===== config.mk =====
export PLATFORM = sky130hd
export DESIGN_NAME = memc_sram
export DESIGN_NICKNAME = d
export VERILOG_FILES = /design/src/rtl/memc_pkg.sv /design/src/rtl/memc_req.sv /design/src/rtl/memc_sram.sv
export SDC_FILE = /design/constraint.sdc
export NUM_CORES = 1
export LEC_CHECK = 0
export BUFFER_PORTS_ARGS = -buffer_cell sky130_fd_sc_hd__buf_2
export CAP_MARGIN = 10
export CELL_PAD_IN_SITES_DETAIL_PLACEMENT = 1
export CELL_PAD_IN_SITES_GLOBAL_PLACEMENT = 2
export CORE_MARGIN = 2
export CORE_UTILIZATION = 35
export DETAILED_ROUTE_END_ITERATION = 8
export PLACE_DENSITY = 0.91
export SYNTH_ARGS = -nofsm -noshare
export SYNTH_HDL_FRONTEND = slang
export SYNTH_SLANG_ARGS = --single-unit

===== constraint.sdc =====
create_clock -name clk -period 4.2 [get_ports clk]
set_clock_uncertainty 0.15 [all_clocks]
set_input_delay 0.21 -clock clk [delete_from_list [all_inputs] [get_ports clk]]
set_output_delay 0.21 -clock clk [all_outputs]
set_load 0.05 [all_outputs]

===== src/rtl/memc_pkg.sv =====
// Shared types and constants for the cartridge SRAM/PSRAM memory responder.
// The optional read tag is enabled by defining MEMC_RDCACHE_EN.
package memc_pkg;

  localparam int MEMC_AW = 23;
  localparam int MEMC_DW = 16;

  typedef enum logic [2:0] {
    ST_IDLE  = 3'd0,
    ST_SETUP = 3'd1,
    ST_RD    = 3'd2,
    ST_WR    = 3'd3,
    ST_REC   = 3'd4
  } memc_state_e;

  typedef struct packed {
    logic [MEMC_AW-1:0] addr;
    logic [MEMC_DW-1:0] data;
    logic               be_lo;
    logic               be_hi;
    logic               valid;
  } memc_slot_t;

  // Wait-state counters count down from T-1 to 0.
  function automatic logic [3:0] wait_load(input int t);
    return 4'(t - 1);
  endfunction

endpackage


===== src/rtl/memc_req.sv =====
// Request capture: registers the mapper strobes, detects read/write triggers
// and keeps one pending read slot and one pending write slot (write first).
module memc_req
  import memc_pkg::*;
(
  input  logic               clk,
  input  logic               rst,
  input  logic [MEMC_AW-1:0] mem_addr,
  input  logic [MEMC_DW-1:0] mem_dati,
  input  logic               mem_oe,
  input  logic               mem_we_lo,
  input  logic               mem_we_hi,
  input  logic               rd_hit,
  input  logic               take,
  output logic               wr_trig,
  output memc_slot_t         req,
  output logic               req_wr
);

  logic               oe_prev_r;
  logic               we_prev_r;
  logic [MEMC_AW-1:0] addr_prev_r;
  memc_slot_t         rd_slot_r;
  memc_slot_t         wr_slot_r;
  logic               rd_trig_s;

  // Trigger detection and write-first request selection
  always_comb begin
    rd_trig_s = mem_oe && (!oe_prev_r || (mem_addr != addr_prev_r));
    wr_trig   = (mem_we_lo || mem_we_hi) && !we_prev_r;
    req_wr    = wr_slot_r.valid;
    if (wr_slot_r.valid) begin
      req = wr_slot_r;
    end else begin
      req = rd_slot_r;
    end
  end

  // Input history and slots; a fresh trigger wins over the clear from take
  always_ff @(posedge clk) begin
    if (rst) begin
      oe_prev_r   <= 1'b0;
      we_prev_r   <= 1'b0;
      addr_prev_r <= '0;
      rd_slot_r   <= '0;
      wr_slot_r   <= '0;
    end else begin
      oe_prev_r   <= mem_oe;
      we_prev_r   <= mem_we_lo || mem_we_hi;
      addr_prev_r <= mem_addr;

      if (wr_trig) begin
        wr_slot_r <= '{addr: mem_addr, data: mem_dati, be_lo: mem_we_lo,
                       be_hi: mem_we_hi, valid: 1'b1};
      end else if (take && req_wr) begin
        wr_slot_r.valid <= 1'b0;
      end

      // A tag hit satisfies the read on the spot, superseding an older pending read
      if (rd_trig_s && !rd_hit) begin
        rd_slot_r <= '{addr: mem_addr, data: '0, be_lo: 1'b0, be_hi: 1'b0, valid: 1'b1};
      end else if (rd_trig_s || (take && !req_wr)) begin
        rd_slot_r.valid <= 1'b0;
      end
    end
  end

endmodule


===== src/rtl/memc_sram.sv =====
// Timed access sequencer for an external 16-bit asynchronous SRAM/PSRAM.
// Define MEMC_RDCACHE_EN to add a one-entry read tag that skips repeated reads.
module memc_sram
  import memc_pkg::*;
#(
  parameter int T_RD  = 5,
  parameter int T_WR  = 5,
  parameter int T_REC = 1
) (
  input  logic               clk,
  input  logic               rst,
  input  logic [MEMC_AW-1:0] mem_addr,
  input  logic [MEMC_DW-1:0] mem_dati,
  input  logic               mem_oe,
  input  logic               mem_we_lo,
  input  logic               mem_we_hi,
  output logic [MEMC_DW-1:0] mem_dato,
  output logic               mem_busy,
  output logic [MEMC_AW-1:0] ram_addr,
  input  logic [MEMC_DW-1:0] ram_dq_i,
  output logic [MEMC_DW-1:0] ram_dq_o,
  output logic               ram_dq_oe,
  output logic               ram_ce_n,
  output logic               ram_oe_n,
  output logic               ram_we_n,
  output logic               ram_lb_n,
  output logic               ram_ub_n
);

  localparam logic [3:0] RD_LOAD  = wait_load(T_RD);
  localparam logic [3:0] WR_LOAD  = wait_load(T_WR);
  localparam logic [3:0] REC_LOAD = wait_load(T_REC);

  memc_state_e state_r;
  logic [3:0]  cnt_r;
  logic        cur_wr_r;
  logic        cur_lo_r;
  logic        cur_hi_r;
  memc_slot_t  req_s;
  logic        req_wr_s;
  logic        wr_trig_s;
  logic        rd_hit_s;
  logic        take_s;
  logic        rd_done_s;

  memc_req u_req (
    .clk      (clk),
    .rst      (rst),
    .mem_addr (mem_addr),
    .mem_dati (mem_dati),
    .mem_oe   (mem_oe),
    .mem_we_lo(mem_we_lo),
    .mem_we_hi(mem_we_hi),
    .rd_hit   (rd_hit_s),
    .take     (take_s),
    .wr_trig  (wr_trig_s),
    .req      (req_s),
    .req_wr   (req_wr_s)
  );

  // A new access may start from IDLE or straight out of the last REC clock
  always_comb begin
    take_s    = req_s.valid && ((state_r == ST_IDLE) ||
                                ((state_r == ST_REC) && (cnt_r == 4'd0)));
    rd_done_s = (state_r == ST_RD) && (cnt_r == 4'd0);
  end

`ifdef MEMC_RDCACHE_EN
  logic [MEMC_AW-1:0] tag_r;
  logic               tag_valid_r;

  // A write trigger on the same edge must not be overtaken by a hit
  always_comb begin
    rd_hit_s = tag_valid_r && (tag_r == mem_addr) && !wr_trig_s;
  end

  // Tag follows the last completed read; any write invalidates it
  always_ff @(posedge clk) begin
    if (rst) begin
      tag_r       <= '0;
      tag_valid_r <= 1'b0;
    end else if (wr_trig_s) begin
      tag_valid_r <= 1'b0;
    end else if (rd_done_s) begin
      tag_r       <= ram_addr;
      tag_valid_r <= 1'b1;
    end
  end
`else
  // Every read trigger goes to the chip
  always_comb begin
    rd_hit_s = 1'b0;
  end
`endif

  // Access state machine with registered chip strobes
  always_ff @(posedge clk) begin
    if (rst) begin
      state_r   <= ST_IDLE;
      cnt_r     <= 4'd0;
      cur_wr_r  <= 1'b0;
      cur_lo_r  <= 1'b0;
      cur_hi_r  <= 1'b0;
      mem_dato  <= '0;
      mem_busy  <= 1'b0;
      ram_addr  <= '0;
      ram_dq_o  <= '0;
      ram_dq_oe <= 1'b0;
      ram_ce_n  <= 1'b1;
      ram_oe_n  <= 1'b1;
      ram_we_n  <= 1'b1;
      ram_lb_n  <= 1'b1;
      ram_ub_n  <= 1'b1;
    end else begin
      case (state_r)
        ST_IDLE, ST_REC: begin
          // Write data is held through the first REC clock only
          ram_dq_oe <= 1'b0;
          if (take_s) begin
            state_r   <= ST_SETUP;
            mem_busy  <= 1'b1;
            ram_addr  <= req_s.addr;
            ram_ce_n  <= 1'b0;
            ram_dq_oe <= req_wr_s;
            cur_wr_r  <= req_wr_s;
            cur_lo_r  <= req_s.be_lo;
            cur_hi_r  <= req_s.be_hi;
            if (req_wr_s) begin
              ram_dq_o <= req_s.data;
            end
          end else if ((state_r == ST_REC) && (cnt_r != 4'd0)) begin
            cnt_r <= cnt_r - 4'd1;
          end else begin
            state_r  <= ST_IDLE;
            mem_busy <= 1'b0;
          end
        end
        ST_SETUP: begin
          if (cur_wr_r) begin
            state_r  <= ST_WR;
            cnt_r    <= WR_LOAD;
            ram_we_n <= 1'b0;
            ram_lb_n <= !cur_lo_r;
            ram_ub_n <= !cur_hi_r;
          end else begin
            state_r  <= ST_RD;
            cnt_r    <= RD_LOAD;
            ram_oe_n <= 1'b0;
            ram_lb_n <= 1'b0;
            ram_ub_n <= 1'b0;
          end
        end
        ST_RD: begin
          if (cnt_r == 4'd0) begin
            state_r  <= ST_REC;
            cnt_r    <= REC_LOAD;
            mem_dato <= ram_dq_i;
            ram_ce_n <= 1'b1;
            ram_oe_n <= 1'b1;
            ram_lb_n <= 1'b1;
            ram_ub_n <= 1'b1;
          end else begin
            cnt_r <= cnt_r - 4'd1;
          end
        end
        ST_WR: begin
          if (cnt_r == 4'd0) begin
            state_r  <= ST_REC;
            cnt_r    <= REC_LOAD;
            ram_ce_n <= 1'b1;
            ram_we_n <= 1'b1;
            ram_lb_n <= 1'b1;
            ram_ub_n <= 1'b1;
          end else begin
            cnt_r <= cnt_r - 4'd1;
          end
        end
        default: begin
          state_r   <= ST_IDLE;
          mem_busy  <= 1'b0;
          ram_dq_oe <= 1'b0;
          ram_ce_n  <= 1'b1;
          ram_oe_n  <= 1'b1;
          ram_we_n  <= 1'b1;
          ram_lb_n  <= 1'b1;
          ram_ub_n  <= 1'b1;
        end
      endcase
    end
  end

endmodule

==> metrics, run 1 <==
status=finished, final reports clean; die height=about 130 um; drt pass-1 iters=4; final design utilization=46.9%; CTS tree=built; count of cell types in the netlist=46; endpoints failing setup=0; antenna cells=0; Post-Syn Area=5980 um^2; Slew headroom=roughly a fifth; CTS Buf Count=17; I/O pin count=122; Post-route DRC=0; layout cell share with drive strength beyond 1=19.3%; post-route ant nets=0; syn avg cell area=about 9.0 um^2; Routed WL=about 18000 um; sequential area share after synthesis=54.6%; crit path cell chain=inv_1 > ha_1 > or3b_1 > a21boi_2 > and2_1 > nand2_1 > a21oi_1; Overflow after GRT=0; worst skew pair latency=0.43 ns; vias in the first global route=5757; initial antenna violation count=0; clk slew on worst S/H paths=around 0.060 ns; final hold vios=0; actual slew at the worst max-slew pin=1.18 ns; total power=between 4 and 5 mW; max-slew violations=0; power density cells=572 nW/um^2; Nets=883; Max Root-Sink Buffers=2; commonest cells in the netlist=dfxtp_1 (163), nand2_1 (162), a21oi_1 (83); HPWL after DPL=11100 um; CTS Sinks=163; row count=47; VDD IR max=332 uV; Port Buffers=121; CP endpoint kind=flop; initial DRC count=between 300 and 400; unrepaired setup endpoints after global routing=false; Layout Area Growth over Synthesis=30.4%; Top FF cell, synth=dfxtp_1; post-synth top area cell=dfxtp_1; root buf cell=clkbuf_16; Die X=135 um; max_cap viols=0; element type at the critical path start=flop; post-synth top area share=54.6%; asr flop ratio synth=0%; GRT Overall Usage=20.3%; die footprint=between 15000 and 20000 um^2; critical path class=reg -> reg; worst hold path type=in -> reg; max frequency=328 MHz; Synth Instances=between 600 and 700; FF+latch count, synth=163; crit path time final=3.05 ns; CP max stage cell=and2_1; Pleak=3.22 nW; CORE AREA=about 17000 um^2; top-count cell post-synth=dfxtp_1; fin crit share=72.5%; syn_nets=roughly 730; WL/cell=16.9 um; largest net degree at the start of global routing=87; worst hold margin=0.265 ns; H-tree depth=4; number of flops mapped to enable cells by yosys=0; Synth Warn #=0; crit path max fanout=19; placed cells=965; vias post-DR=5299; Largest stage delay, worst path=0.71 ns; Worst Path Required=4.39 ns; Synth area leaders=dfxtp_1 (55%), nand2_1 (10%), a21oi_1 (6.9%); via/cell ratio=around 5; GPL Wtd Cong=0.819; Worst EP arrival=3.24 ns; Initial Util=35.9%; Non-Filler Instances=about 1100; setup_tns=0 ns; first-pass GRT wire length=slightly below 30000 um
==> power breakdown <==
part	leakage, nW	internal, mW	total [mW]	switching (mW)
sequential	1.34	1.71	1.84	0.123
combinational	1.60	0.337	1.15	0.809
clock	0.272	0.886	1.48	0.589
==> cells in the final DEF, fill, tap and decap left out, types with 3 or more instances in the layout <==
cell type / n
clkbuf_16: 17
clkbuf_8: 5
dfxtp_1: 163
nand3_1: 4
inv_1: 5
xor2_1: 22
a22o_1: 24
nor2b_1: 27
nor4_1: 4
nand2_1: 162
o22ai_1: 25
nor3_1: 3
buf_2: 120
dlygate4sd3_1: 58
buf_4: 5
o21ai_0: 4
a21oi_1: 83
nor2_1: 38
clkbuf_1: 4
a211oi_1: 25
==> critical path, delay by kind of cell (launching register included) <==
| family | cells | cell delay (ns) |
|---|---|---|
| compound gates | 2 | 0.77 |
| buf+inv | 1 | 0.09 |
| flops | 1 | 0.36 |
| fa+ha+maj | 1 | 0.21 |
| simple gates | 3 | 1.37 |
==> metrics by stage <==
step                      cell area (um^2)  setup WS (ns)
after floorplan                       5980           2.15
after global placement                6660           1.39
after detailed placement              6660           1.24
after CTS                             7800           1.18
after global routing                  7800          0.889
final                                 7800           1.15
==> layout make-up <==
cell class                      instances  area, um^2
Fill cell                            1954        8840
Clock inverter                          4        47.5
Multi-Input combinational cell        451        2460
Sequential cell                       163        3260
Inverter                                6        22.5
Timing Repair Buffer                  183        1220
Tap cell                              220         275
Clock buffer                           26         509
==> layer usage <==
layer	wire (um)	part of all wire, %	track usage (%)	up-vias
li1	-	-	-	2587
met2	8740	49	34.6	115
met3	820	4.6	5.22	32
met1	7900	44	24.6	2565
met4	379	2.1	7.95	0
met5	0	0	0	-
==> path summary, 6_finish.rpt <==
kind	startpoint	endpoint	slack, ns	depth (start not counted)
min	rst	u_req.req_wr$_SDFFE_PP0P_	0.27	2
min reg2reg	mem_dato[2]$_SDFFE_PP0P_	mem_dato[2]$_SDFFE_PP0P_	0.30	2
max reg2reg	cnt_r[0]$_SDFFE_PP0P_	ram_dq_o[12]$_SDFFE_PP0P_	1.15	7
max	cnt_r[0]$_SDFFE_PP0P_	ram_dq_o[12]$_SDFFE_PP0P_	1.15	7
==> timing repair <==
item	CTS	global route
endpoints found under the setup margin	0	0
hold buffers	58	0
resized for setup	0	0
setup buffers	0	0
hold endpoints to repair	105	0
==> logic make-up (layout without fill, tap and decap cells) <==
logic type                 after synthesis  in the layout  synth area share, %
AOI/OAI and AO/OA                      175            175                 19.0
adders and majority gates                1              1                0.209
and+or+nand+nor                        251            251                 18.3
buffers and inverters                   52            219                 4.41
xor gates and xnor gates                24             24                 3.51
DFF                                    163            163                 54.6
==> state kept, by name, summed over array words and instances, names as in the netlist <==
| name | cells |
|---|---|
| ram_dq_oe | 1 |
| state_r | 3 |
| u_req.wr_slot_r | 41 |
| ram_we_n | 1 |
| ram_oe_n | 1 |
| ram_addr | 23 |
| ram_ce_n | 1 |
| ram_ub_n | 1 |
| u_req.addr_prev_r | 23 |
| ram_dq_o | 16 |
| cur_wr_r | 1 |
| u_req.oe_prev_r | 1 |
| u_req.we_prev_r | 1 |
| cur_lo_r | 1 |
| u_req.rd_slot_r | 24 |
| cnt_r | 4 |
| u_req.req_wr | 1 |
| mem_dato | 16 |
| ram_lb_n | 1 |
| cur_hi_r | 1 |
| mem_busy | 1 |
Note: power is estimated with default switching activity, not from simulation.
==> run 2, diff against run 1 <==
Settings changed: ABC_AREA set to 1, CORE_UTILIZATION 35 to 28, PLACE_DENSITY 0.91 to 0.83.
Clock period 4.2 ns to 2.55 ns, I/O delays scaled along.
==> metrics, run 2 <==
status=finished, final reports clean; root buf cell=clkbuf_16; drt pass-1 iters=5; first-pass GRT wire length=31700 um; Synth Warn #=0; Initial Util=28.2%; Top FF cell, synth=dfxtp_1; Port Buffers=between 100 and 150; endpoints failing setup=0; actual slew at the worst max-slew pin=~0.91 ns; asr flop ratio synth=0%; multi-input combinational cell area=2560 um^2; combinational cell fraction of total power=19.2%; element type at the critical path start=flop; Layout Area Growth over Synthesis=30.6%; post-route ant nets=0; Overflow after GRT=0; Worst EP arrival=2.25 ns; critical path class=reg -> reg; syn avg cell area=approximately 7.4 um^2; count of cell types in the netlist=25; number of flops mapped to enable cells by yosys=0; CTS Sinks=163; Post-route DRC=0; worst r2r src=cnt_r[0]$_SDFFE_PP0P_; crit path max fanout=28; Regs by FF count=u_req.wr_slot_r x41, u_req.rd_slot_r x24; cts repair resizes=0; FF-to-FF path depth=9; largest family of logic cells by synthesized area=simple AND/OR/NAND/NOR gates; sequential power share=44.2%; Int Pwr=4.41 mW; CTS tree=built; vias post-DR=between 6000 and 7000; Max Root-Sink Buffers=2; setup_tns=0 ns; via/cell ratio=about 4.7; unrepaired setup endpoints after global routing=false; FF+latch count, synth=163; end of the worst register-to-register path=ram_addr[18]$_SDFFE_PP0P_; CORE AREA=22400 um^2; Sw Ratio=32.5%; Hold Crit Depth=3; Nets=1072; syn_nets=916; I/O pin count=122; post-synth top area cell=dfxtp_1; final hold vios=0; R2R Setup Slk=between 0.4 and 0.5 ns; HPWL after DPL=12100 um; die footprint=approximately 24000 um^2; Pleak=~3.7 nW; most flop-heavy register=u_req.wr_slot_r; post-synthesis mux area share=0%; commonest cells in the netlist=dfxtp_1 (163), nand2_1 (153), nor2_1 (138); antenna cells=0; initial DRC count=285; H-tree depth=4; Slew headroom=between 30% and 40%; Synth Instances=855; worst skew pair latency=0.43 ns; vias in the first global route=6133; fin crit share=83.7%; total power=6.53 mW; top-count cell post-synth=dfxtp_1; Synth Area in Compound Gates=14.3%; Synth Area in XOR/XNOR=0.276%; sequential cell area=about 3300 um^2; GRT Overall Usage=16.6%; max reg flops=41; VDD IR max=approximately 470 uV; crit path time final=2.13 ns; max frequency=469 MHz; switching power=2.12 mW; Synth area leaders=dfxtp_1 (51%), nand2_1 (9.1%), nor2_1 (8.2%); sequential area share after synthesis=51.5%; Worst Path Required=2.67 ns; CP endpoint kind=flop; Post-Synth Simple-Gate Area=around a quarter; initial antenna violation count=0; max-slew violations=0; power density cells=roughly 790 nW/um^2; HP Start=rst; Filler cells=2782; CTS Buf Count=17; Post-Syn Area=between 6000 and 7000 um^2; Routed WL=~19000 um; row count=55; max_cap viols=0; worst hold path type=in -> reg; Clk pwr share=approximately 37%; largest net degree at the start of global routing=77; hold path endpoint=ram_we_n$_SDFFE_PP1P_; adder-cell share of the synthesized area=0.197%; clk slew on worst S/H paths=0.07 ns; die height=154 um; layout cell share with drive strength beyond 1=17.8%; Die X=~150 um; WL/cell=14.9 um; post-CTS setup buffers=0; most common cell after layout, fill and taps aside=dfxtp_1; most frequent cells in the layout=dfxtp_1 (162), nand2_1 (153), nor2_1 (138); GPL Wtd Cong=between 0.7 and 0.8; final design utilization=a little under two fifths; post-synth top area share=around 50%
-- run 2: cell types whose count changed after synthesis, moves of 24 or more --
cell	before	now
a211oi_1	25	0
inv_1	5	59
o22ai_1	25	0
nor2_1	39	138
o21ai_0	4	64
nand3_1	4	91
nor2b_1	27	0
a22o_1	24	0
-- run 2: repair_timing --
item	CTS	global route
hold endpoints to repair	104	0
endpoints found under the setup margin	0	0
hold buffers	58	0
-- run 2: layout make-up --
class | count | share of cell area [%]
flip-flops and latches | 163 | 39.4
multi-input cells | 569 | 30.9
repair buffers | 191 | 15.6
clock buffers | 18 | 5.31
well taps | 285 | 4.31
inverters | 69 | 3.16
clock inverters | 14 | 1.29
-- run 2: through the flow --
stage                     area (um^2)  cells  setup slack [ns]  hold WS [ns]
after detailed placement         7150   1219             0.412         0.207
after global routing             8280   1309             0.220        0.0689
after global placement           7150   1219             0.510         0.199
after floorplan                  6340    855             0.899         0.100
final                            8280   1309             0.417        0.0109
after CTS                        8280   1309             0.396       0.00243
-- run 2: power groups by stage --
stage          registers [mW]  logic (mW)  clock network (mW)
2_1_floorplan            3.20       0.572                   0
3_3_place_gp             2.94        1.18                   0
3_5_place_dp             2.94        1.20                   0
4_1_cts                  2.89        1.27                2.44
5_1_grt                  2.91        1.39                2.56
6_report                 2.88        1.26                2.39
-- run 2: metal layers --
metal  wire length, um  share of wire (%)  track usage [%]  vias to the layer above
met3               740                3.8             3.89                       26
met4               318                1.6             5.03                        0
met2              9240                 47             28.5                       96
met5                 0                  0                0                        -
li1                  -                  -                -                     3081
met1              9160                 47             20.6                     2939
-- run 2: how the worst max path moves through the flow --
| stage | start | to | slack (ns) | cells after the start |
|---|---|---|---|---|
| after global placement | cnt_r[0]$_SDFFE_PP0P_ | ram_addr[13]$_SDFFE_PP0P_ | 0.51 | 9 |
| final | cnt_r[0]$_SDFFE_PP0P_ | ram_addr[18]$_SDFFE_PP0P_ | 0.42 | 9 |
| after detailed placement | cnt_r[0]$_SDFFE_PP0P_ | ram_addr[4]$_SDFFE_PP0P_ | 0.41 | 9 |
| after CTS | cnt_r[0]$_SDFFE_PP0P_ | ram_addr[18]$_SDFFE_PP0P_ | 0.40 | 9 |
| after floorplan | cnt_r[0]$_SDFFE_PP0P_ | mem_dato[10]$_SDFFE_PP0P_ | 0.90 | 10 |
| after global routing | cnt_r[0]$_SDFFE_PP0P_ | ram_addr[18]$_SDFFE_PP0P_ | 0.22 | 9 |
-- run 2: kinds of logic (layout without fill, tap and decap cells) --
kind of cell,after synthesis,count (layout)
and+or+nand+nor,392,392
DFF,163,163
adders and majority gates,1,1
buffers and inverters,123,292
xor gates and xnor gates,2,2
AOI/OAI and AO/OA,174,174
-- run 2: critical path, cell delays in order (launching register included) --
cell	delay, ns
dfxtp_1	0.32
inv_1	0.09
ha_1	0.19
nand3_1	0.14
nand2_1	0.12
nand2_2	0.10
nor2_4	0.40
inv_4	0.25
nand2_1	0.13
a31oi_1	0.09
